===== src/rtl/bus_interface_xl.sv =====
// Host bus front end: syncs async 8-bit bus, filters CS, strobes writes/reads, pairs bytes into words.
// Strobes land 1 clk after CS qualifies; the host is held off by DTACK until a read completes or times out.
package xv;
    localparam logic DTACK_ACK = 1'b0;
    localparam logic DTACK_NAK = 1'b1;
endpackage

module bus_interface_xl #(
    parameter int SYNC_STAGES = 2,
    parameter int CS_FILTER   = 1,
    parameter int REG_BITS    = 4,
    parameter int RD_TIMEOUT  = 15
) (
    input  logic                clk,
    input  logic                reset_n_i,
    input  logic                bus_cs_n_i,
    input  logic                bus_rd_nwr_i,
    input  logic [REG_BITS-1:0] bus_reg_num_i,
    input  logic                bus_bytesel_i,
    input  logic [7:0]          bus_data_i,
    output logic [7:0]          bus_data_o,
    output logic                bus_dtack_o,
    output logic                write_strobe_o,
    output logic                read_strobe_o,
    output logic                word_strobe_o,
    output logic [REG_BITS-1:0] reg_num_o,
    output logic                bytesel_o,
    output logic [7:0]          bytedata_o,
    output logic [15:0]         worddata_o,
    input  logic [15:0]         rd_data_i,
    input  logic                rd_ack_i,
    input  logic                timeout_clr_i,
    output logic                timeout_o
);
    localparam logic [1:0] ST_IDLE    = 2'd0;
    localparam logic [1:0] ST_RD_WAIT = 2'd1;
    localparam logic [1:0] ST_ACK     = 2'd2;
    localparam int CNT_W = $clog2(RD_TIMEOUT + 1);
    localparam int FLT_W = $clog2(CS_FILTER + 1);

    logic [SYNC_STAGES:0]                   r_cs_sync;
    logic [SYNC_STAGES-1:0]                 r_rd_sync;
    logic [SYNC_STAGES-1:0]                 r_bs_sync;
    logic [SYNC_STAGES-1:0][REG_BITS-1:0]   r_reg_sync;
    logic [SYNC_STAGES-1:0][7:0]            r_dat_sync;
    logic [FLT_W-1:0]                       r_flt_cnt;
    logic                                   r_cs_filt;
    logic [1:0]                             r_state;
    logic [CNT_W-1:0]                       r_rd_cnt;
    logic                                   r_pend_vld;
    logic [7:0]                             r_pend_dat;
    logic [REG_BITS-1:0]                    r_pend_reg;
    logic [7:0]                             r_bus_data;
    logic                                   r_dtack;
    logic                                   r_wr_stb;
    logic                                   r_rd_stb;
    logic                                   r_word_stb;
    logic [REG_BITS-1:0]                    r_reg_num;
    logic                                   r_bytesel;
    logic [7:0]                             r_bytedata;
    logic [15:0]                            r_worddata;
    logic                                   r_timeout;

    logic                w_cs_en;
    logic                w_qualify;
    logic                w_rd_s;
    logic                w_bs_s;
    logic [REG_BITS-1:0] w_reg_s;
    logic [7:0]          w_dat_s;

    // CS runs one stage deeper so the data inputs are settled when it qualifies
    assign w_cs_en   = (r_cs_sync[SYNC_STAGES] == 1'b0);
    assign w_rd_s    = r_rd_sync[SYNC_STAGES-1];
    assign w_bs_s    = r_bs_sync[SYNC_STAGES-1];
    assign w_reg_s   = r_reg_sync[SYNC_STAGES-1];
    assign w_dat_s   = r_dat_sync[SYNC_STAGES-1];
    assign w_qualify = w_cs_en && !r_cs_filt && (r_flt_cnt == FLT_W'(CS_FILTER - 1));

    always_ff @(posedge clk or negedge reset_n_i) begin
        if (!reset_n_i) begin
            r_cs_sync  <= '1;
            r_rd_sync  <= '0;
            r_bs_sync  <= '0;
            r_reg_sync <= '0;
            r_dat_sync <= '0;
            r_flt_cnt  <= '0;
            r_cs_filt  <= 1'b0;
        end else begin
            r_cs_sync  <= {r_cs_sync[SYNC_STAGES-1:0], bus_cs_n_i};
            r_rd_sync  <= {r_rd_sync[SYNC_STAGES-2:0], bus_rd_nwr_i};
            r_bs_sync  <= {r_bs_sync[SYNC_STAGES-2:0], bus_bytesel_i};
            r_reg_sync <= {r_reg_sync[SYNC_STAGES-2:0], bus_reg_num_i};
            r_dat_sync <= {r_dat_sync[SYNC_STAGES-2:0], bus_data_i};
            if (!w_cs_en) begin
                r_flt_cnt <= '0;
                r_cs_filt <= 1'b0;
            end else if (!r_cs_filt) begin
                if (w_qualify) r_cs_filt <= 1'b1;
                else           r_flt_cnt <= r_flt_cnt + FLT_W'(1);
            end
        end
    end

    always_ff @(posedge clk or negedge reset_n_i) begin
        if (!reset_n_i) begin
            r_state    <= ST_IDLE;
            r_rd_cnt   <= '0;
            r_pend_vld <= 1'b0;
            r_pend_dat <= '0;
            r_pend_reg <= '0;
            r_bus_data <= '0;
            r_dtack    <= xv::DTACK_NAK;
            r_wr_stb   <= 1'b0;
            r_rd_stb   <= 1'b0;
            r_word_stb <= 1'b0;
            r_reg_num  <= '0;
            r_bytesel  <= 1'b0;
            r_bytedata <= '0;
            r_worddata <= '0;
            r_timeout  <= 1'b0;
        end else begin
            r_wr_stb   <= 1'b0;
            r_rd_stb   <= 1'b0;
            r_word_stb <= 1'b0;
            if (timeout_clr_i) r_timeout <= 1'b0;
            case (r_state)
                ST_IDLE: begin
                    if (w_qualify) begin
                        r_reg_num  <= w_reg_s;
                        r_bytesel  <= w_bs_s;
                        r_bytedata <= w_dat_s;
                        if (w_rd_s) begin
                            r_rd_stb <= 1'b1;
                            r_rd_cnt <= '0;
                            r_state  <= ST_RD_WAIT;
                        end else begin
                            r_wr_stb <= 1'b1;
                            r_dtack  <= xv::DTACK_ACK;
                            r_state  <= ST_ACK;
                            if (!w_bs_s) begin
                                r_pend_vld <= 1'b1;
                                r_pend_dat <= w_dat_s;
                                r_pend_reg <= w_reg_s;
                            end else if (r_pend_vld && (r_pend_reg == w_reg_s)) begin
                                r_word_stb <= 1'b1;
                                r_worddata <= {r_pend_dat, w_dat_s};
                                r_pend_vld <= 1'b0;
                            end
                        end
                    end
                end
                ST_RD_WAIT: begin
                    // Ack is tested before the count so a same-cycle ack beats the timeout
                    if (!w_cs_en) begin
                        r_state <= ST_IDLE;
                    end else if (rd_ack_i) begin
                        r_bus_data <= r_bytesel ? rd_data_i[7:0] : rd_data_i[15:8];
                        r_dtack    <= xv::DTACK_ACK;
                        r_state    <= ST_ACK;
                    end else if (r_rd_cnt == CNT_W'(RD_TIMEOUT - 1)) begin
                        r_bus_data <= 8'hFF;
                        r_timeout  <= 1'b1;
                        r_dtack    <= xv::DTACK_ACK;
                        r_state    <= ST_ACK;
                    end else begin
                        r_rd_cnt <= r_rd_cnt + CNT_W'(1);
                    end
                end
                ST_ACK: begin
                    if (!w_cs_en) begin
                        r_dtack <= xv::DTACK_NAK;
                        r_state <= ST_IDLE;
                    end
                end
                default: r_state <= ST_IDLE;
            endcase
        end
    end

    assign bus_data_o     = r_bus_data;
    assign bus_dtack_o    = r_dtack;
    assign write_strobe_o = r_wr_stb;
    assign read_strobe_o  = r_rd_stb;
    assign word_strobe_o  = r_word_stb;
    assign reg_num_o      = r_reg_num;
    assign bytesel_o      = r_bytesel;
    assign bytedata_o     = r_bytedata;
    assign worddata_o     = r_worddata;
    assign timeout_o      = r_timeout;
endmodule


===== config.mk =====
export PLATFORM = sky130hd
export DESIGN_NAME = bus_interface_xl
export DESIGN_NICKNAME = d
export VERILOG_FILES = /design/src/rtl/bus_interface_xl.sv
export SDC_FILE = /design/constraint.sdc
export NUM_CORES = 1
export LEC_CHECK = 0
export ABC_AREA = 1
export CORE_ASPECT_RATIO = 1.75
export CORE_MARGIN = 2
export CORE_UTILIZATION = 35
export CTS_BUF_LIST = sky130_fd_sc_hd__clkbuf_4 sky130_fd_sc_hd__clkbuf_8
export CTS_CLUSTER_SIZE = 20
export DETAILED_ROUTE_END_ITERATION = 12
export PLACE_DENSITY = 0.58
export SETUP_SLACK_MARGIN = 0.3
export SLEW_MARGIN = 15
export SYNTH_ARGS = -nofsm -noshare
export SYNTH_HDL_FRONTEND = slang
export SYNTH_SLANG_ARGS = --single-unit

===== constraint.sdc =====
create_clock -name clk -period 2.7 [get_ports clk]
set_input_delay 0.27 -clock clk [delete_from_list [all_inputs] [get_ports clk]]
set_output_delay 0.27 -clock clk [all_outputs]
set_load 0.02 [all_outputs]

======== After elaboration in Yosys (flattened, before gate mapping) ========
Index checks and enable logic that the tools add are counted.
storage, ports and cells
  register bits after elaboration ......... 94
  input port bits ......................... 35
  output and inout port bits .............. 42
  word-level logic and storage cells ...... 110
operators by class
  $add $sub $neg .......................... 2
  equality and inequality tests ........... 16
  multiplexer cells ....................... 47
  bitwise logic cells ..................... 4
  reduce and logical (&&, ||, !) cells .... 17
operators with widths
  cell                                                 number
  two-way mux 1 bit                                    30
  two-way mux 8 bit                                    3
  two-way mux 4 bit                                    5
  inequality test 2 bit, second input constant         9
  two-way mux 2 bit                                    6
  AND reduction 6 bit                                  2
  case mux 4 bit (2 select lines)                      1
  AND reduction 4 bit                                  2
  case mux 2 bit (3 select lines)                      1
  AND reduction 3 bit                                  2
  AND reduction 5 bit                                  1
  adder 4 x 1 -> 4 bit, second input constant          1
  equality test 4 bit                                  1
  equality test 4 bit, second input constant           1
  inequality test 4 bit, second input constant         1
  NOT 1 bit                                            4
  AND reduction 2 bit                                  2
  nonzero test 2 bit                                   2
  logical AND 1 bit                                    3
  inequality test 3 bit, second input constant         1
  case mux 1 bit (3 select lines)                      1
  nonzero test 3 bit                                   1
  equality test 2 x 1 -> 1 bit, second input constant  1
  equality test 2 bit, second input constant           1
  other kinds (4)                                      4

======== Logic depth before layout (Yosys ltp) ========
Gate-level depths: netlist (run 1).
  depth after elaboration ................. 7
  mapped depth ............................ 10
  gate-level depth less buffers ........... 9

======== Worst setup path after synthesis (run 1) ========
OpenSTA, ideal clock, no wires.
  path type ............................... register -> register
  from .................................... register r_rd_cnt[0]
  to ...................................... register r_bus_data[5], in the netlist bus_data_o[5]
  setup time .............................. 0.081 ns
  arrival ................................. 1.333 ns
  slack ................................... 1.286 ns
  cell stages (with the launch flop) ...... 8
  path buffers ............................ 1
  period minus slack after synthesis ...... 1.414 ns
  cell sequence ........................... dfrtp_1 > inv_1 > ha_1 > nand3_1 > a21oi_4 > buf_6 > nor2_1 > a31oi_2
on the way
  longest elaborated chain between the ends .. 3
ends and longest elaborated chain
  item                           line  text
  from (decl)                    49    logic [CNT_W-1:0] r_rd_cnt;
  from (signal assigned)         166   r_rd_cnt <= r_rd_cnt + CNT_W'(1);
  equality test 4 bit            160   end else if (r_rd_cnt == CNT_W'(RD_TIMEOUT - 1)) begin
  nonzero test 2 bit (no line)   n/a
  AND reduction 3 bit (no line)  n/a
  to (signal assigned)           157   r_bus_data <= r_bytesel ? rd_data_i[7:0] : rd_data_i[15:8];
  to (decl)                      53    logic [7:0] r_bus_data;
No other way between the ends.
A chain may end at the register's enable or synchronous reset.

======== Final worst setup path (run 1) ========
  from .................................... register r_bytesel, in the netlist bytesel_o
  to ...................................... output port bytesel_o
RTL lines
  item                    line  text
  from (decl)             59    logic r_bytesel;
  from (signal assigned)  130   r_bytesel <= w_bs_s;
  to (decl)               27    output logic bytesel_o,
No word-level cell between the ends.

==> results.md, run 1 <==
- Initial antenna violation count: 0
- Most area-hungry cell type in the Yosys netlist: dfrtp_1
- Final Cycle Share: 67.1%
- Initial Util: 36.0%
- Die height: 138 µm
- PostCTS Resize Cnt: 0
- Min setup slack post-route: 0.889 ns
- Max Root-Sink Buffers: 2
- Worst path slowest cell: clkdlybuf4s50_1
- Vias in the first global route: 2527
- FMAX: 552 MHz
- Max reg flops: 16
- Synth top area cells: dfrtp_1, nand2_1, nand3_1, dfstp_2, o21ai_2
- Syn Area/Cell: 10.6 µm²
- Most frequent cells in the layout: dfrtp_1, nand2_1, clkdlybuf4s50_1
- Drc violations: 0
- Total GRT Usage: 14.0%
- DR vias/cell: 4.53
- First-pass GRT wire length: 11.8 mm
- Mapped Area: 3570 µm²
- Antenna diode count: 0
- Dpl ws: 1.03 ns
- Syn-to-layout area delta: 31.0%
- Crit path max fanout: 10
- Yosys cell types: 30
- Final number of setup-violating endpoints: 0
- GP Congestion: 0.723
- Flop and latch count out of synthesis: 94
- Sequential area share after synthesis: 66.1%
- Worst path buffer plus inverter count: 1
- Leakage Power: 2.21 nW
- YS warnings: 0
- Placement Rows: 48
- Num CTS Buffers: 9
- Critical-path cell list: clkdlybuf4s50_1
- # IOs: 77
- Via count: 2472
- Non-filler cells, final: 546
- Final antenna-violating net count: 0
- WL final: 6.88 mm
- Setup Crit Path Kind: reg2out
- Post-synth top area share: 63.1%
- Area of the multi-input gates: 1000 µm²
- HPWL after DPL: 4.83 mm
- Die Span X: 80.3 µm
- Share of cells above drive strength 1: 13.3%
- Worst path arrival time: 1.54 ns
- Drt initial violations: 137
- Die area: 11000 µm²
- Port Buffers: 76
- Outcome: complete, no violations
- Largest net degree at the start of global routing: 54
- Post-Synthesis Net Count: 374
- Hold Path Class: in2reg
- Worst VDD drop: 0.387 mV
- Relative slew slack: 55.0%
- Final net count: 453
- Sink Count: 94
- Core area: 9910 µm²
- PwrDens: 924 nW/µm²
- Worst Skew: 0.00884 ns
- RSZ-0062 raised after global routing: no
- Root Buffer: clkbuf_8
- WL/cell: 12.6 µm
- Critical Path RT: 2.43 ns
- Clk slew on worst S/H paths: 0.08 ns
- Total negative setup slack: 0 ns
- Final Hold Viols: 0
- Register Area: 2360 µm²
- CTS tree: built
- Slew @ Worst Pin: 0.675 ns
- Fill cells: 969
- Family with the most delay on the worst path: buffers and inverters
- Commonest non-fill, non-tap cell in the layout: dfrtp_1
- Total chip power: 0.00432 W
- H-tree depth: 3
- Total grt overflow: 0
- Critical path startpoint category: flop
- Synthesized instance count: 337
- Fin util: 47.1%
- Tmin final: 1.81 ns
- Max incr delay on CP: 0.67 ns
- Clk Latency, worst-skew pair: 0.36 ns
- Drt first pass iters: 4
- Max cap viols: 0
- Final Slew Violations: 0
- Crit. End Element: output port
- Cells after DPL: 529
[synth_stat cells, drive strengths merged]
master,number
or2,2
ha,2
nand3,28
a21oi,11
a31oi,8
xnor2,1
clkbuf,4
nand2,91
nand3b,1
o32ai,1
xor2,1
buf,8
clkinv,2
o21ai,30
nand4,2
dfrtp,90
inv,30
nor2,21
dfstp,4
[routing by layer]
layer  up-vias  track usage (%)  wire (µm)
met3        12             4.91        511
met5         -                0          0
li1       1235                -          -
met4         0             6.78        136
met1      1148             16.1       2790
met2        77             23.0       3450
[layout make-up]
| class | instances | area share [%] |
|---|---|---|
| Sequential cell | 94 | 50.5 |
| Multi-Input combinational cell | 199 | 21.5 |
| Timing Repair Buffer | 80 | 17.2 |
| Tap cell | 125 | 3.35 |
| Clock buffer | 10 | 2.95 |
| Inverter | 32 | 2.57 |
| Clock inverter | 6 | 2.01 |
[through the flow]
stage / cell area, µm² / hold WS [ns]
3_5_place_dp: 4430 / 0.335
6_report: 4670 / 0.332
3_3_place_gp: 4430 / 0.332
2_1_floorplan: 3570 / -0.0256
4_1_cts: 4670 / 0.311
5_1_grt: 4670 / 0.305
[kinds of logic after synthesis]
group | synth area share (%)
flops | 66.1
fa+ha+maj | 0.701
compound gates | 9.33
simple gates | 17.6
buf+inv | 5.79
xor+xnor | 0.491
[path summary, 6_finish.rpt]
path / cells past startpoint / slack, ns / endpoint / from
worst max-delay path: 1 / 0.89 / bytesel_o / bytesel_o$_DFFE_PN0P_
min in group asynchronous: 2 / 0.48 / r_bs_sync[0]$_DFF_PN0_ / reset_n_i
worst max register to register: 6 / 1.11 / bus_data_o[6]$_DFFE_PN0P_ / r_rd_cnt[0]$_DFFE_PN0P_
worst min register to register: 0 / 0.35 / w_dat_s[5]$_DFF_PN0_ / r_dat_sync[5]$_DFF_PN0_
max in group asynchronous: 3 / 1.49 / bus_dtack_o$_DFFE_PN1P_ / reset_n_i
worst min-delay path: 1 / 0.33 / r_cs_sync[0]$_DFF_PN1_ / bus_cs_n_i
[power by group]
| group | leakage, nW | internal, W | switching [W] | total (W) |
|---|---|---|---|---|
| clock network | 0.113 | 0.000553 | 0.000486 | 0.00104 |
| logic | 0.932 | 0.000612 | 0.000707 | 0.00132 |
| registers | 1.16 | 0.00174 | 0.000215 | 0.00196 |
| total | 2.21 | 0.00291 | 0.00141 | 0.00432 |
[timing repair]
item	4_1_cts	5_1_grt
setup buffers	0	0
hold buffers	1	0
hold endpoints to repair	51	0
endpoints found under the setup margin	0	0
Note: power is estimated with default switching activity, not from simulation.
==> inputs of run 2 (changes only) <==
--- a/config.mk
+++ b/config.mk
@@ -12,7 +12,7 @@
 export CTS_BUF_LIST = sky130_fd_sc_hd__clkbuf_4 sky130_fd_sc_hd__clkbuf_8
 export CTS_CLUSTER_SIZE = 20
 export DETAILED_ROUTE_END_ITERATION = 12
-export PLACE_DENSITY = 0.58
+export PLACE_DENSITY = 0.6
 export SETUP_SLACK_MARGIN = 0.3
 export SLEW_MARGIN = 15
 export SYNTH_ARGS = -nofsm -noshare
==> constraint.sdc (replaced) <==
create_clock -name clk -period 1.5 [get_ports clk]
set_input_delay 0.15 -clock clk [delete_from_list [all_inputs] [get_ports clk]]
set_output_delay 0.15 -clock clk [all_outputs]
set_load 0.02 [all_outputs]
==> run 2 against run 1 <==
Compared with the run above:
- sequential share of layout area is 4.9 points lower
- count of clock-buffer cells in the layout is 3 higher
- combinational power is 110% higher
- critical path type is now reg2reg
- highest routed layer unchanged
==> results.md, run 2 (same netlist as run 1, synthesis figures left out) <==
- Drc violations: 0 (unchanged)
- Max cap viols: 0 (unchanged)
- WL final: 8.20 mm (+19%)
- RSZ-0062 raised after global routing: yes
- Hold Path Class: in2async
- Outcome: complete, no violations
- Core area: 9910 µm² (unchanged)
- Total GRT Usage: 15.1% (+1.1 points)
- Final antenna-violating net count: 0 (unchanged)
- Die area: 11000 µm² (unchanged)
- Final net count: 478 (+5.5%)
- H-tree depth: 3 (unchanged)
- Crit path max fanout: 6 (-4)
- Crit. End Element: flop
- Drt initial violations: 132 (-3.6%)
- Critical path startpoint category: flop
- Relative slew slack: 77.5% (+23 points)
- Final Cycle Share: 96.9%
- Clk slew on worst S/H paths: 0.09 ns (about the same)
- Antenna diode count: 0 (unchanged)
- Total negative setup slack: 0 ns (unchanged)
- Max Root-Sink Buffers: 2 (unchanged)
- Root Buffer: clkbuf_8
- Initial Util: 36.0% (unchanged)
- Syn-to-layout area delta: 45.0%
- Placement Rows: 48 (unchanged)
- Setup Crit Path Kind: reg2reg
- FMAX: 688 MHz
- Share of cells above drive strength 1: 39.9% (+27 points)
- Worst r2r src: r_state[0]$_DFFE_PN0P_
- Commonest non-fill, non-tap cell in the layout: dfrtp_1
- Final Hold Viols: 0 (unchanged)
- Port Buffers: 76 (unchanged)
- Final Slew Violations: 0 (unchanged)
- Fill cells: 913 (-5.8%)
- Max reg flops: 16 (unchanged)
- WL/cell: 14.4 µm (+14%)
- Worst VDD drop: 0.580 mV (+50%)
- HPWL after DPL: 5.12 mm (+6.0%)
- Final number of setup-violating endpoints: 0 (unchanged)
- Sink Count: 94 (unchanged)
- GP Congestion: 0.824 (+14%)
- Most frequent cells in the layout: dfrtp_1, nand2_1, clkdlybuf4s50_1
- DR vias/cell: 4.70 (+3.7%)
- PwrDens: 1550 nW/µm² (+68%)
- Vias in the first global route: 2738 (+8.3%)
- Largest net degree at the start of global routing: 47 (-13%)
- First-pass GRT wire length: 12.6 mm (+7.1%)
- Worst path arrival time: 1.70 ns (+0.16 ns)
- Die height: 138 µm (unchanged)
- Via count: 2682 (+8.5%)
- Hold Slack: 0.192 ns (-0.139 ns)
- # IOs: 77 (unchanged)
- Initial antenna violation count: 0 (unchanged)
- Slew @ Worst Pin: 0.337 ns (-0.338 ns)
- Total grt overflow: 0 (unchanged)
- Worst Skew: 0.00918 ns (+0.000342 ns)
- Critical Path RT: 1.75 ns (-0.68 ns)
- CTS tree: built
- Leakage Power: 2.44 nW (+11%)
- Tmin final: 1.45 ns
- Setup crit start: r_state[0]$_DFFE_PN0P_
- Drt first pass iters: 4 (unchanged)
- Num CTS Buffers: 9 (unchanged)
- Die Span X: 80.3 µm (unchanged)
- Clk Latency, worst-skew pair: 0.36 ns (about the same)
==> run 2: critical path: stages, from the launching register on <==
cell and delay (ns):
dfrtp_1 0.43, inv_2 0.10, nand2_2 0.09, nor2_4 0.11, nand2_4 0.06, or2_4 0.28, clkbuf_16 0.19, nand2_4 0.05
o21ai_2 0.04
==> run 2: power by group <==
group / internal, W / leakage (nW) / total [W] / switching (W)
registers: 0.00315 / 1.16 / 0.00364 / 0.000496
logic: 0.00122 / 1.18 / 0.00279 / 0.00158
clock network: 0.000753 / 0.0988 / 0.00161 / 0.000853
==> run 2: layout make-up <==
type / count / area, µm² / area share (%)
repair buffers: 101 / 971 / 18.8
inverters: 32 / 135 / 2.61
clock inverters: 3 / 17.5 / 0.339
well taps: 125 / 156 / 3.02
flip-flops and latches: 94 / 2360 / 45.6
clock buffers: 13 / 173 / 3.34
multi-input cells: 201 / 1330 / 25.6
repair inverters: 2 / 36.3 / 0.701
==> run 2: path summary, 6_finish.rpt <==
| kind | end | slack (ns) | depth (start not counted) |
|---|---|---|---|
| max reg2reg | r_pend_dat[6]$_DFFE_PN0P_ | 0.05 | 8 |
| min in group clk | r_cs_sync[0]$_DFF_PN1_ | 0.20 | 1 |
| min reg2reg | w_dat_s[6]$_DFF_PN0_ | 0.35 | 0 |
| min | read_strobe_o$_DFF_PN0_ | 0.19 | 2 |
| max in group asynchronous | w_dat_s[2]$_DFF_PN0_ | 0.79 | 3 |
| max | r_pend_dat[6]$_DFFE_PN0P_ | 0.05 | 8 |
==> run 2: what timing repair did <==
| item | 4_1_cts | 5_1_grt |
|---|---|---|
| buffers inserted | 9 | 3 |
| cloned | 2 | 4 |
| resized for setup | 133 | 106 |
| endpoints found under the setup margin | 99 | 80 |
| hold buffers | 1 | 0 |
| pin swaps | 6 | 11 |
| hold endpoints to repair | 94 | 0 |
==> run 2: stage by stage <==
stage / setup WS (ns) / total power, W / std cells / utilization (%) / instance area, µm²
after floorplan: 0.126 / 0.00492 / 337 / - / 3630
after global placement: 0.0255 / 0.00606 / 536 / 46.2 / 4580
after detailed placement: -0.0309 / 0.00610 / 536 / 46.2 / 4580
after CTS: 0.0879 / 0.00775 / 564 / 50.1 / 4960
after global routing: -0.0122 / 0.00853 / 571 / 52.2 / 5170
final: 0.0466 / 0.00804 / 571 / 52.2 / 5170
==> run 2: metal layers <==
layer  track usage [%]  share of wire [%]  vias up  wire [µm]
li1                  -                  -     1298          -
met2              26.9                 56       66       4590
met5                 0                  0        -          0
met1              16.0                 38     1307       3110
met4              7.91                1.5        0        127
met3              4.26                4.5       11        370
==> inputs of run 3 (changes only) <==
--- a/config.mk
+++ b/config.mk
@@ -9,7 +9,8 @@
 export CORE_ASPECT_RATIO = 1.75
 export CORE_MARGIN = 2
 export CORE_UTILIZATION = 35
-export CTS_BUF_LIST = sky130_fd_sc_hd__clkbuf_4 sky130_fd_sc_hd__clkbuf_8
+export CTS_BUF_LIST = sky130_fd_sc_hd__clkbuf_8
+export CTS_CLUSTER_DIAMETER = 100
 export CTS_CLUSTER_SIZE = 20
 export DETAILED_ROUTE_END_ITERATION = 12
 export PLACE_DENSITY = 0.6
==> run 3 against run 2 <==
Compared with the run above:
- sequential power barely moved
- combinational power barely moved
- sequential cell count did not move
- final cell count did not move
- routed wire length barely moved
- largest power group unchanged
==> results.md, run 3 (same netlist as run 1, synthesis figures left out) <==
- Comb power frac: 34.8% (about the same)
- Die height: 138 µm (unchanged)
- Final number of setup-violating endpoints: 0 (unchanged)
- Commonest non-fill, non-tap cell in the layout: dfrtp_1
- Die Span X: 80.3 µm (unchanged)
- Internal Pwr Total: 0.00509 W (-0.49%)
- Critical Path RT: 1.75 ns (about the same)
- Die area: 11000 µm² (unchanged)
- Share of cells above drive strength 1: 39.7% (-0.22 points)
- # IOs: 77 (unchanged)
- Initial Util: 36.0% (unchanged)
- Antenna diode count: 0 (unchanged)
- GP Congestion: 0.824 (unchanged)
- Vias in the first global route: 2738 (unchanged)
- Tmin final: 1.46 ns (+0.00194 ns)
- H-tree depth: 3 (unchanged)
- Worst path arrival time: 1.71 ns (about the same)
- WL final: 8.20 mm (about the same)
- Slew @ Worst Pin: 0.337 ns (+0.0000468 ns)
- PwrDens: 1550 nW/µm² (-0.18%)
- Clk Latency, worst-skew pair: 0.36 ns (about the same)
- R2r setup slk: 0.04 ns (about the same)
- Root Buffer: clkbuf_8
- Fill cells: 915 (+0.22%)
- Final Slew Violations: 0 (unchanged)
- First-pass GRT wire length: 12.6 mm (unchanged)
- Syn-to-layout area delta: 44.9% (about the same)
- Drt first pass iters: 4 (unchanged)
- Max reg flops: 16 (unchanged)
- Num CTS Buffers: 9 (unchanged)
- Psw: 0.00293 W (+0.15%)
- Max cap viols: 0 (unchanged)
- Port Buffers: 76 (unchanged)
- Leakage Power: 2.44 nW (about the same)
- Via count: 2680 (-0.075%)
- Relative slew slack: 77.5% (about the same)
- Most frequent cells in the layout: dfrtp_1, nand2_1, clkdlybuf4s50_1
- Largest net degree at the start of global routing: 47 (unchanged)
- Drc violations: 0 (unchanged)
- Clk slew on worst S/H paths: 0.09 ns (about the same)
- Outcome: complete, no violations
- Final antenna-violating net count: 0 (unchanged)
- Initial antenna violation count: 0 (unchanged)
- Total chip power: 0.00802 W (-0.25%)
- Cells after DPL: 536 (unchanged)
- DR vias/cell: 4.69 (about the same)
- RSZ-0062 raised after global routing: yes
- Setup Crit Path Kind: reg2reg
- Critical path startpoint category: flop
- Worst r2r dst: r_pend_dat[6]$_DFFE_PN0P_
- HPWL after DPL: 5.12 mm (unchanged)
- Final Hold Viols: 0 (unchanged)
- FF-to-FF path depth: 8 (unchanged)
- Worst r2r src: r_state[0]$_DFFE_PN0P_
- Total GRT Usage: 15.1% (unchanged)
- Final net count: 478 (unchanged)
- Sink Count: 94 (unchanged)
- FMAX: 687 MHz (-0.13%)
- CTS tree: built
- Placement Rows: 48 (unchanged)
- Crit. End Element: flop
- Max Root-Sink Buffers: 2 (unchanged)
- Sw Ratio: 36.5% (+0.15 points)
- WL/cell: 14.4 µm (about the same)
- Hold Path Class: in2async
- Total grt overflow: 0 (unchanged)
- Core area: 9910 µm² (unchanged)
- Final Cycle Share: 97.0% (+0.13 points)
- Seq pwr share: 45.4% (about the same)
- Worst Skew: 0.00877 ns (-0.000414 ns)
- Drt initial violations: 137 (+3.8%)
- Clock network fraction of total power: 19.8% (-0.2 points)
- Crit path max fanout: 6 (unchanged)
- Worst VDD drop: 0.581 mV (about the same)
- Non-filler cells, final: 571 (unchanged)
## run 3: changes by cell type in the layout (fill, tap and decap cells not counted)
cell,change
inv_1,+1
clkbuf_4,-1
## run 3: worst max-delay path, stage by stage, from the launching register on
cell and delay (ns):
dfrtp_1 0.43, inv_2 0.10, nand2_2 0.09, nor2_4 0.11, nand2_4 0.06, or2_4 0.28
clkbuf_16 0.19, nand2_4 0.05, o21ai_2 0.04
## run 3: cell type report
| class | instances | area, µm² | area share (%) |
|---|---|---|---|
| Clock buffer | 12 | 165 | 3.20 |
| Clock inverter | 4 | 21.3 | 0.412 |
| Inverter | 32 | 135 | 2.61 |
| Multi-Input combinational cell | 201 | 1330 | 25.6 |
| Sequential cell | 94 | 2360 | 45.6 |
| Tap cell | 125 | 156 | 3.03 |
| Timing Repair Buffer | 101 | 971 | 18.8 |
| Timing Repair inverter | 2 | 36.3 | 0.702 |
## run 3: power groups by stage
stage          registers, W  logic, W  clock network (W)
3_5_place_dp        0.00358   0.00253                  0
3_3_place_gp        0.00356   0.00249                  0
4_1_cts             0.00353   0.00256            0.00164
5_1_grt             0.00371   0.00307            0.00173
6_report            0.00364   0.00279            0.00159
2_1_floorplan       0.00396  0.000960                  0
## run 3: per-stage QoR
step	hold WS (ns)	setup slack (ns)	utilization (%)	setup TNS [ns]	instance area [µm²]
after floorplan	-0.146	0.126	-	0	3630
after global placement	0.0354	0.0255	46.2	0	4580
after detailed placement	0.0355	-0.0309	46.2	-0.214	4580
after CTS	0.175	0.0879	50.1	0	4960
after global routing	0.170	-0.0122	52.2	-0.0311	5170
final	0.191	0.0446	52.2	0	5170
## run 3: how the worst max path moves through the flow
stage | slack [ns] | to | start
floorplan | 0.13 | r_pend_dat[4]$_DFFE_PN0P_ | r_state[1]$_DFFE_PN0P_
global placement | 0.03 | worddata_o[0]$_DFFE_PN0P_ | r_state[1]$_DFFE_PN0P_
detailed placement | -0.03 | worddata_o[3]$_DFFE_PN0P_ | r_state[1]$_DFFE_PN0P_
CTS | 0.09 | r_pend_reg[2]$_DFFE_PN0P_ | r_state[1]$_DFFE_PN0P_
global route | -0.01 | worddata_o[12]$_DFFE_PN0P_ | r_pend_reg[3]$_DFFE_PN0P_
finish | 0.04 | r_pend_dat[6]$_DFFE_PN0P_ | r_state[0]$_DFFE_PN0P_
## run 3: routing by layer
| metal | track usage (%) | wire (µm) | share of wire, % |
|---|---|---|---|
| met5 | 0 | 0 | 0 |
| met4 | 7.91 | 124 | 1.5 |
| met3 | 4.26 | 365 | 4.5 |
| met2 | 26.9 | 4590 | 56 |
| met1 | 16.0 | 3120 | 38 |
## run 3: what timing repair did
action / 4_1_cts / 5_1_grt
hold buffers: 1 / 0
endpoints found under the hold margin: 94 / 0
cloned: 2 / 4
setup buffers: 9 / 3
pin swaps: 5 / 10
resized for setup: 133 / 106
setup endpoints to repair: 99 / 80
